**src/rtl/pa_fdsu_srt_ctrl.sv**
```systemverilog
`default_nettype none
// ============================================================================
// Module   : pa_fdsu_srt_ctrl
// Purpose  : Sequencing controller for the FDSU divide/sqrt unit. Takes an
//            issued op plus the EX1 special-case results. It runs the radix-4
//            SRT iterations and a single round cycle, and it presents the
//            result to writeback through a valid/ready handshake.
// Options  : PA_FDSU_EARLY_TERM_EN - leave SRT early when the partial
//            remainder becomes zero.
// Revision : 1.0 - initial release
// ============================================================================
module pa_fdsu_srt_ctrl #(
  parameter int SRT_ITER = 13,
  parameter int CNT_W    = 4
) (
  input  logic             forever_cpuclk,
  input  logic             cpurst_b,
  input  logic             fdsu_ex1_start,
  input  logic             ex1_div,
  input  logic             ex1_sqrt,
  input  logic             ex1_srt_skip,
  input  logic [7:0]       fdsu_fpu_ex1_special_sel,
  input  logic [3:0]       fdsu_fpu_ex1_special_sign,
  input  logic [4:0]       fdsu_fpu_ex1_fflags,
  input  logic             srt_rem_zero,
  input  logic [4:0]       rnd_fflags,
  input  logic             fpu_fdsu_flush,
  input  logic             fpu_fdsu_wb_ready,
  output logic             fdsu_busy,
  output logic             srt_first,
  output logic             srt_iter_en,
  output logic [CNT_W-1:0] srt_cnt,
  output logic             rnd_en,
  output logic             fdsu_wb_vld,
  output logic             fdsu_wb_special,
  output logic [7:0]       fdsu_wb_special_sel,
  output logic [3:0]       fdsu_wb_special_sign,
  output logic [4:0]       fdsu_wb_fflags,
  output logic             fdsu_wb_op_sqrt
);

  localparam logic [1:0] ST_IDLE = 2'd0;
  localparam logic [1:0] ST_SRT  = 2'd1;
  localparam logic [1:0] ST_RND  = 2'd2;
  localparam logic [1:0] ST_WB   = 2'd3;

  localparam logic [CNT_W-1:0] C_CNT_INIT = CNT_W'(SRT_ITER - 1);
  localparam logic [CNT_W-1:0] C_CNT_ONE  = CNT_W'(1);

  logic [1:0]       r_state;
  logic [1:0]       w_state_nxt;
  logic [CNT_W-1:0] r_cnt;
  logic             r_srt_first;
  logic             r_skip;
  logic             r_sqrt;
  logic [7:0]       r_sel;
  logic [3:0]       r_sign;
  logic [4:0]       r_fflags;
  logic             w_accept;
  logic             w_early_term;

  // A start counts only from IDLE. It must not be flushed and must name a real operation.
  assign w_accept = (r_state == ST_IDLE) & fdsu_ex1_start & ~fpu_fdsu_flush
                  & (ex1_div | ex1_sqrt);

`ifdef PA_FDSU_EARLY_TERM_EN
  // A zero remainder is meaningless on the first cycle, before it is initialised.
  assign w_early_term = srt_rem_zero & ~r_srt_first;
`else
  // The port stays for interface compatibility, but it never terminates early.
  assign w_early_term = srt_rem_zero & 1'b0;
`endif

  // Next-state selection; flush overrides every other exit, including the handshake.
  always_comb begin
    w_state_nxt = r_state;
    case (r_state)
      ST_IDLE: if (w_accept) w_state_nxt = ex1_srt_skip ? ST_WB : ST_SRT;
      ST_SRT: begin
        if (fpu_fdsu_flush)                         w_state_nxt = ST_IDLE;
        else if ((r_cnt == '0) || w_early_term)     w_state_nxt = ST_RND;
      end
      ST_RND:  w_state_nxt = fpu_fdsu_flush ? ST_IDLE : ST_WB;
      ST_WB:   if (fpu_fdsu_flush || fpu_fdsu_wb_ready) w_state_nxt = ST_IDLE;
      default: w_state_nxt = ST_IDLE;
    endcase
  end

  // State register
  always_ff @(posedge forever_cpuclk or negedge cpurst_b) begin
    if (!cpurst_b) r_state <= ST_IDLE;
    else           r_state <= w_state_nxt;
  end

  // Remaining-iteration counter; it saturates at zero and does not wrap.
  always_ff @(posedge forever_cpuclk or negedge cpurst_b) begin
    if (!cpurst_b) begin
      r_cnt <= '0;
    end else if (w_accept) begin
      r_cnt <= ex1_srt_skip ? '0 : C_CNT_INIT;
    end else if ((r_state == ST_SRT) && !fpu_fdsu_flush) begin
      if (w_early_term)     r_cnt <= '0;
      else if (r_cnt != '0) r_cnt <= r_cnt - C_CNT_ONE;
    end
  end

  // First-iteration marker: high only in the cycle after a non-skip accept.
  always_ff @(posedge forever_cpuclk or negedge cpurst_b) begin
    if (!cpurst_b) r_srt_first <= 1'b0;
    else           r_srt_first <= w_accept & ~ex1_srt_skip;
  end

  // Operation fields are captured at accept. Round flags are merged in during the round cycle.
  always_ff @(posedge forever_cpuclk or negedge cpurst_b) begin
    if (!cpurst_b) begin
      r_skip   <= 1'b0;
      r_sqrt   <= 1'b0;
      r_sel    <= '0;
      r_sign   <= '0;
      r_fflags <= '0;
    end else if (w_accept) begin
      r_skip   <= ex1_srt_skip;
      r_sqrt   <= ex1_sqrt;
      r_sel    <= fdsu_fpu_ex1_special_sel;
      r_sign   <= fdsu_fpu_ex1_special_sign;
      r_fflags <= fdsu_fpu_ex1_fflags;
    end else if ((r_state == ST_RND) && !fpu_fdsu_flush) begin
      r_fflags <= r_fflags | rnd_fflags;
    end
  end

  assign fdsu_busy            = (r_state != ST_IDLE);
  assign srt_iter_en          = (r_state == ST_SRT);
  assign srt_first            = r_srt_first;
  assign srt_cnt              = r_cnt;
  assign rnd_en               = (r_state == ST_RND);
  assign fdsu_wb_vld          = (r_state == ST_WB);
  assign fdsu_wb_special      = r_skip;
  assign fdsu_wb_special_sel  = r_sel;
  assign fdsu_wb_special_sign = r_sign;
  assign fdsu_wb_fflags       = r_fflags;
  assign fdsu_wb_op_sqrt      = r_sqrt;

endmodule
`default_nettype wire

```
**config.mk**
```make
export PLATFORM = sky130hd
export DESIGN_NAME = pa_fdsu_srt_ctrl
export DESIGN_NICKNAME = d
export VERILOG_FILES = /design/src/rtl/pa_fdsu_srt_ctrl.sv
export SDC_FILE = /design/constraint.sdc
export NUM_CORES = 1
export LEC_CHECK = 0
export CORE_MARGIN = 3
export CORE_UTILIZATION = 43
export CTS_CLUSTER_SIZE = 20
export DETAILED_ROUTE_END_ITERATION = 12
export PLACE_DENSITY = 0.83
export SLEW_MARGIN = 15
export SYNTH_ARGS = -nofsm -noshare
export SYNTH_HDL_FRONTEND = slang
export SYNTH_SLANG_ARGS = --single-unit
```
**constraint.sdc**
```tcl
create_clock -name forever_cpuclk -period 5.2 [get_ports forever_cpuclk]
set_input_delay 0.78 -clock forever_cpuclk [delete_from_list [all_inputs] [get_ports forever_cpuclk]]
set_output_delay 0.78 -clock forever_cpuclk [all_outputs]
set_load 0.02 [all_outputs]
```
# Word level (Yosys, flattened, before mapping)
# Index checks and enable logic that the tools add are counted.
classes:
  n_bitwise: 8
  n_eq_ne: 6
  n_mux: 13
  add_sub_neg: 1
  n_reduce_logical: 13
ops:
  columns: ["cell", "count"]
  rows:
  - ["4-bit two-way mux", 4]
  - ["2-bit two-way mux", 6]
  - ["5-bit two-way mux", 2]
  - ["2-bit one-hot mux with 4 select lines", 1]
  - ["2-bit nonzero test", 4]
  - ["5-bit bitwise OR", 1]
  - ["1-bit bitwise AND", 4]
  - ["2-bit == test, second input constant", 2]
  - ["4-bit zero test", 1]
  - ["4-bit nonzero test", 1]
  - ["4-bit by 1-bit subtractor with 4-bit output, second input constant", 1]
  - ["3-bit by 2-bit != test with 1-bit output, second input constant", 1]
  - ["3-bit AND reduction", 1]
  - ["2-bit by 1-bit == test with 1-bit output, second input constant", 1]
  - ["1-bit logical AND", 2]
  - ["2-bit zero test", 1]
  - ["2-bit by 1-bit != test with 1-bit output, second input constant", 1]
  - ["2-bit != test, second input constant", 1]
  - ["1-bit inverter", 2]
  - ["2-bit AND reduction", 1]
  - ["1-bit zero test", 1]
  - ["1-bit logical OR", 1]
  - ["1-bit bitwise OR", 1]
word_totals:
  output_inout_bits: 28
  input_bits: 31
  reg_bits: 26
  elab_cells: 49

# Depth between registers and ports, before layout
logic_depth:
  ltp_word: 6
  depth_mapped: 6
  mapped_depth_nobuf: 5

# Least setup slack after synthesis
# No wires, ideal clock.
synth_timing:
  path_type: "input -> register"
  startpoint: "input port fpu_fdsu_flush"
  endpoint: "register r_sqrt, in the netlist fdsu_wb_op_sqrt"
  arrival_time_ps: 1752
  path_stages: 4
  setup_ps: 125
  n_path_buf: 2
  required_time_ps: 5075
  setup_slack_ps: 3323
  cell_sequence: "clkbuf_1 -> nor3_4 -> buf_8 -> mux2_4"
synth_between:
  elab_chain_cells: 3
synth_rtl:
  columns: ["element", "line", "text"]
  rows:
  - ["from (decl)", "27", "input logic fpu_fdsu_flush,"]
  - ["1-bit inverter", "63", "assign w_accept = (r_state == ST_IDLE) & fdsu_ex1_start & ~fpu_fdsu_flush"]
  - ["1-bit bitwise AND", "63", null]
  - ["1-bit bitwise AND", "64", "& (ex1_div | ex1_sqrt);"]
  - ["to (signal assigned)", "123", "r_sqrt <= ex1_sqrt;"]
  - ["to (decl)", "55", "logic r_sqrt;"]
# Every way passes these cells.
# A chain may end at the register's enable or synchronous reset.

# Worst setup path in the final report
layout_timing:
  startpoint: "register r_state[0]"
  endpoint: "output port srt_iter_en"
layout_between:
  elab_chain_cells: 1
layout_rtl:
  columns: ["element", "line", "text"]
  rows:
  - ["from (decl)", "50", "logic [1:0] r_state;"]
  - ["from (signal assigned)", "92", "else r_state <= w_state_nxt;"]
  - ["2-bit by 1-bit == test with 1-bit output", "133", "assign srt_iter_en = (r_state == ST_SRT);"]
  - ["to (decl)", "31", "output logic srt_iter_en,"]
# Every way passes these cells.

==> results.md <==
- Share of layout cells above drive strength 1: 14.3%
- Startpoint Class: flop
- Total GRT Usage: 18.2%
- Cells after Synth: 98
- Critical path startpoint: r_state[0]
- R2R setup slack: 3.21 ns
- Drt total wl: 3070 um
- Core Region: 2590 um2
- Top Ports: 59
- First-pass GRT wire length: 4850 um
- M3 GR Usage: 6.10%
- Gp weighted congestion: 0.836
- Fin crit period: 2.46 ns
- Setup CP Type: flop to primary output
- Final period util: 47.3%
- 1st-pass router iterations: 4
- Register area share after synthesis: 53.1%
- Post-DRT Antenna Nets: 0
- Sequential power share: 34.8%
- DRT iter0 DRCs: 16
- Number of I/O port buffers: 57
- HPWL after DPL: 2360 um
- Slew @ Worst Pin: 0.738 ns
- Initial Util: 47.3%
- CTS tree: done
- Largest net degree at the start of global routing: 27
- Worst-path maximum fanout: 8
- Commonest non-fill, non-tap cells in the layout: clkdlybuf4s50_1, dfrtp_1, mux2_4, a21oi_1, inv_1
- GR Util met1: 22.2%
- Max incr delay on CP: 0.62 ns
- Yosys cell types: 31
- Antenna cell count: 0
- Status: finished clean
- Final setup vio count: 0
- Post-Syn Nets: 130
- CP cell instances: inv_1 -> nor2_1 -> clkdlybuf4s50_1
- RSZ-0062 raised after global routing: no
- Initial antenna violation count: 0
- Cell chosen for the clock root: clkbuf_4
- CP Capture Point: srt_iter_en
- Ys Warns: 0
- FMAX: 0.406 GHz
- Fin. Hold Viols: 0
- Global route overflow: 0
- Crit path max-delay family: buffers and inverters
- H-tree Lvls: 1
- Peak supply drop: 484 uV
- Final setup TNS: 0 ns
- Post-synth top area cell: dfrtp_1
- Synthesized area: 1230 um2
- Post-CTS Setup Inserts: 0
- NetSw: 0.000419 W
- Post-synth top area share: 53.1%
- Vias: 1006
- Most crowded layer after global routing: met2
- Post-DR vias/cell: 5.47
- Comb pwr share: 57.3%
- Switch share: 39.1%
- Yosys reg bits: 26
- Internal power: 0.000653 W
- RR Endpoint: fdsu_wb_special
- Clock sink total: 26
- Die Height: 59.4 um
- Synth top area cells: dfrtp_1, mux2_4, a221oi_1, a21oi_1, mux2_2
- Post-CTS Resized: 0
- CTS Hold Bufs: 0
- Vias in the first global route: 1065
- Clk buf depth: 2
- Final Util: 71.1%
- Critical R2R Launch: r_state[1]
- Commonest non-fill, non-tap cell in the layout: clkdlybuf4s50_1
- Slew headroom: 50.4%
- Arrival @ worst endpoint: 1.68 ns
- Final Max Slew Viols: 0
- R2r worst-path depth: 4
- Die W: 59.4 um
- DR WL/cell: 16.7 um
- M2 GR Usage: 29.8%
- Critical Path RT: 4.42 ns
- Row cnt: 18
- Clock slew at reported path FFs: 0.14 ns
- Hold Crit Class: input port to asynchronous set/reset pin
- CP Capture Type: primary output
- Die Area: 3530 um2
- Power per cell area: 583 nW/um2
- Leak pwr: 0.788 nW
- Slowest CP cell: clkdlybuf4s50_1
- Clock share of power: 8.0%
- Stages on the worst setup path: 3
- CP Buf/Inv Count: 2
- Worst skew pair latency: 0.32 ns
- Max Cap Viol: 0
- Synthesis-to-layout area growth: 50.1%
- Mapped Avg Cell Area: 12.5 um2
- Final Skew: 0.0128 ns
- Nets: 188
- Cts bufs inserted: 3
- DR DRC count: 0
==> metal layers <==
metal,vias to the layer above,part of all wire (%)
li1,469,-
met1,489,39
met2,43,51
met3,5,8.5
met4,0,1.5
met5,-,0
==> through the flow <==
step           cells  power (W)  setup WS, ns  hold WS, ns  cell area, um2
6_report         184    0.00107          2.74        0.437            1840
5_1_grt          184    0.00113          2.65        0.450            1840
4_1_cts          183    0.00107          2.55        0.524            1820
3_5_place_dp     180   0.000985          2.20        0.495            1800
3_3_place_gp     180   0.000960          2.27        0.490            1800
2_1_floorplan     98   0.000704          3.32        0.484            1230
==> cells in the mapped netlist <==
cell type	n
a211o_1	1
a21o_1	1
a21oi_1	10
a221o_1	1
a221oi_1	7
and2_1	1
and3_1	3
and3b_1	1
buf_2	1
buf_6	1
buf_8	1
clkbuf_1	2
dfrtp_1	26
ha_1	1
inv_1	8
mux2_2	4
mux2_4	10
nand2_1	2
nand3_1	3
nor2_1	1
nor2b_1	1
nor3_1	3
nor3_4	1
nor3b_1	1
nor3b_2	1
nor4_1	1
o211ai_1	1
o21a_1	1
o21ai_0	1
or2_4	1
or3b_1	1
==> how the worst min path moves through the flow <==
stage / to / slack [ns]
3_5_place_dp: fdsu_wb_special / 0.50
6_report: srt_cnt[2] / 0.44
4_1_cts: fdsu_wb_special_sign[2] / 0.52
3_3_place_gp: fdsu_wb_special_sign[2] / 0.49
2_1_floorplan: fdsu_wb_fflags[0] / 0.48
5_1_grt: srt_cnt[3] / 0.45
==> worst register-to-register path: cells and delay by family, from the launching register on <==
kind          cells  cell delay [ns]
buf+inv           1             0.23
mux               1             0.34
simple gates      2             0.82
flops             1             0.50
==> final cells by class <==
cell class              count  area, um2
multi-input cells          59        507
well taps                  30       37.5
clock buffers               3       22.5
repair buffers             58        593
flip-flops and latches     26        651
fillers                   197        749
inverters                   8       30.0
==> sequential cells by signal (all words and copies together) (netlist names) <==
register and cells:
srt_cnt 4, fdsu_wb_fflags 5, srt_first 1, fdsu_wb_special_sign 4, fdsu_wb_op_sqrt 1, fdsu_wb_special_sel 8
r_state 2, fdsu_wb_special 1
==> power by group through the flow <==
stage / logic (W) / clock network (W) / registers, W
after floorplan: 0.000232 / 0 / 0.000472
after global placement: 0.000593 / 0 / 0.000367
after detailed placement: 0.000610 / 0 / 0.000374
after CTS: 0.000612 / 0.0000853 / 0.000371
after global routing: 0.000651 / 0.0000951 / 0.000386
final: 0.000614 / 0.0000855 / 0.000373
==> logic make-up after synthesis <==
| logic type | count (synthesis) | synth area share, % |
|---|---|---|
| fa+ha+maj | 1 | 1.02 |
| simple gates | 21 | 11.5 |
| compound gates | 23 | 12.9 |
| buf+inv | 13 | 5.61 |
| mux | 14 | 15.9 |
| flops | 26 | 53.1 |
(Power assumes the default switching activity.)
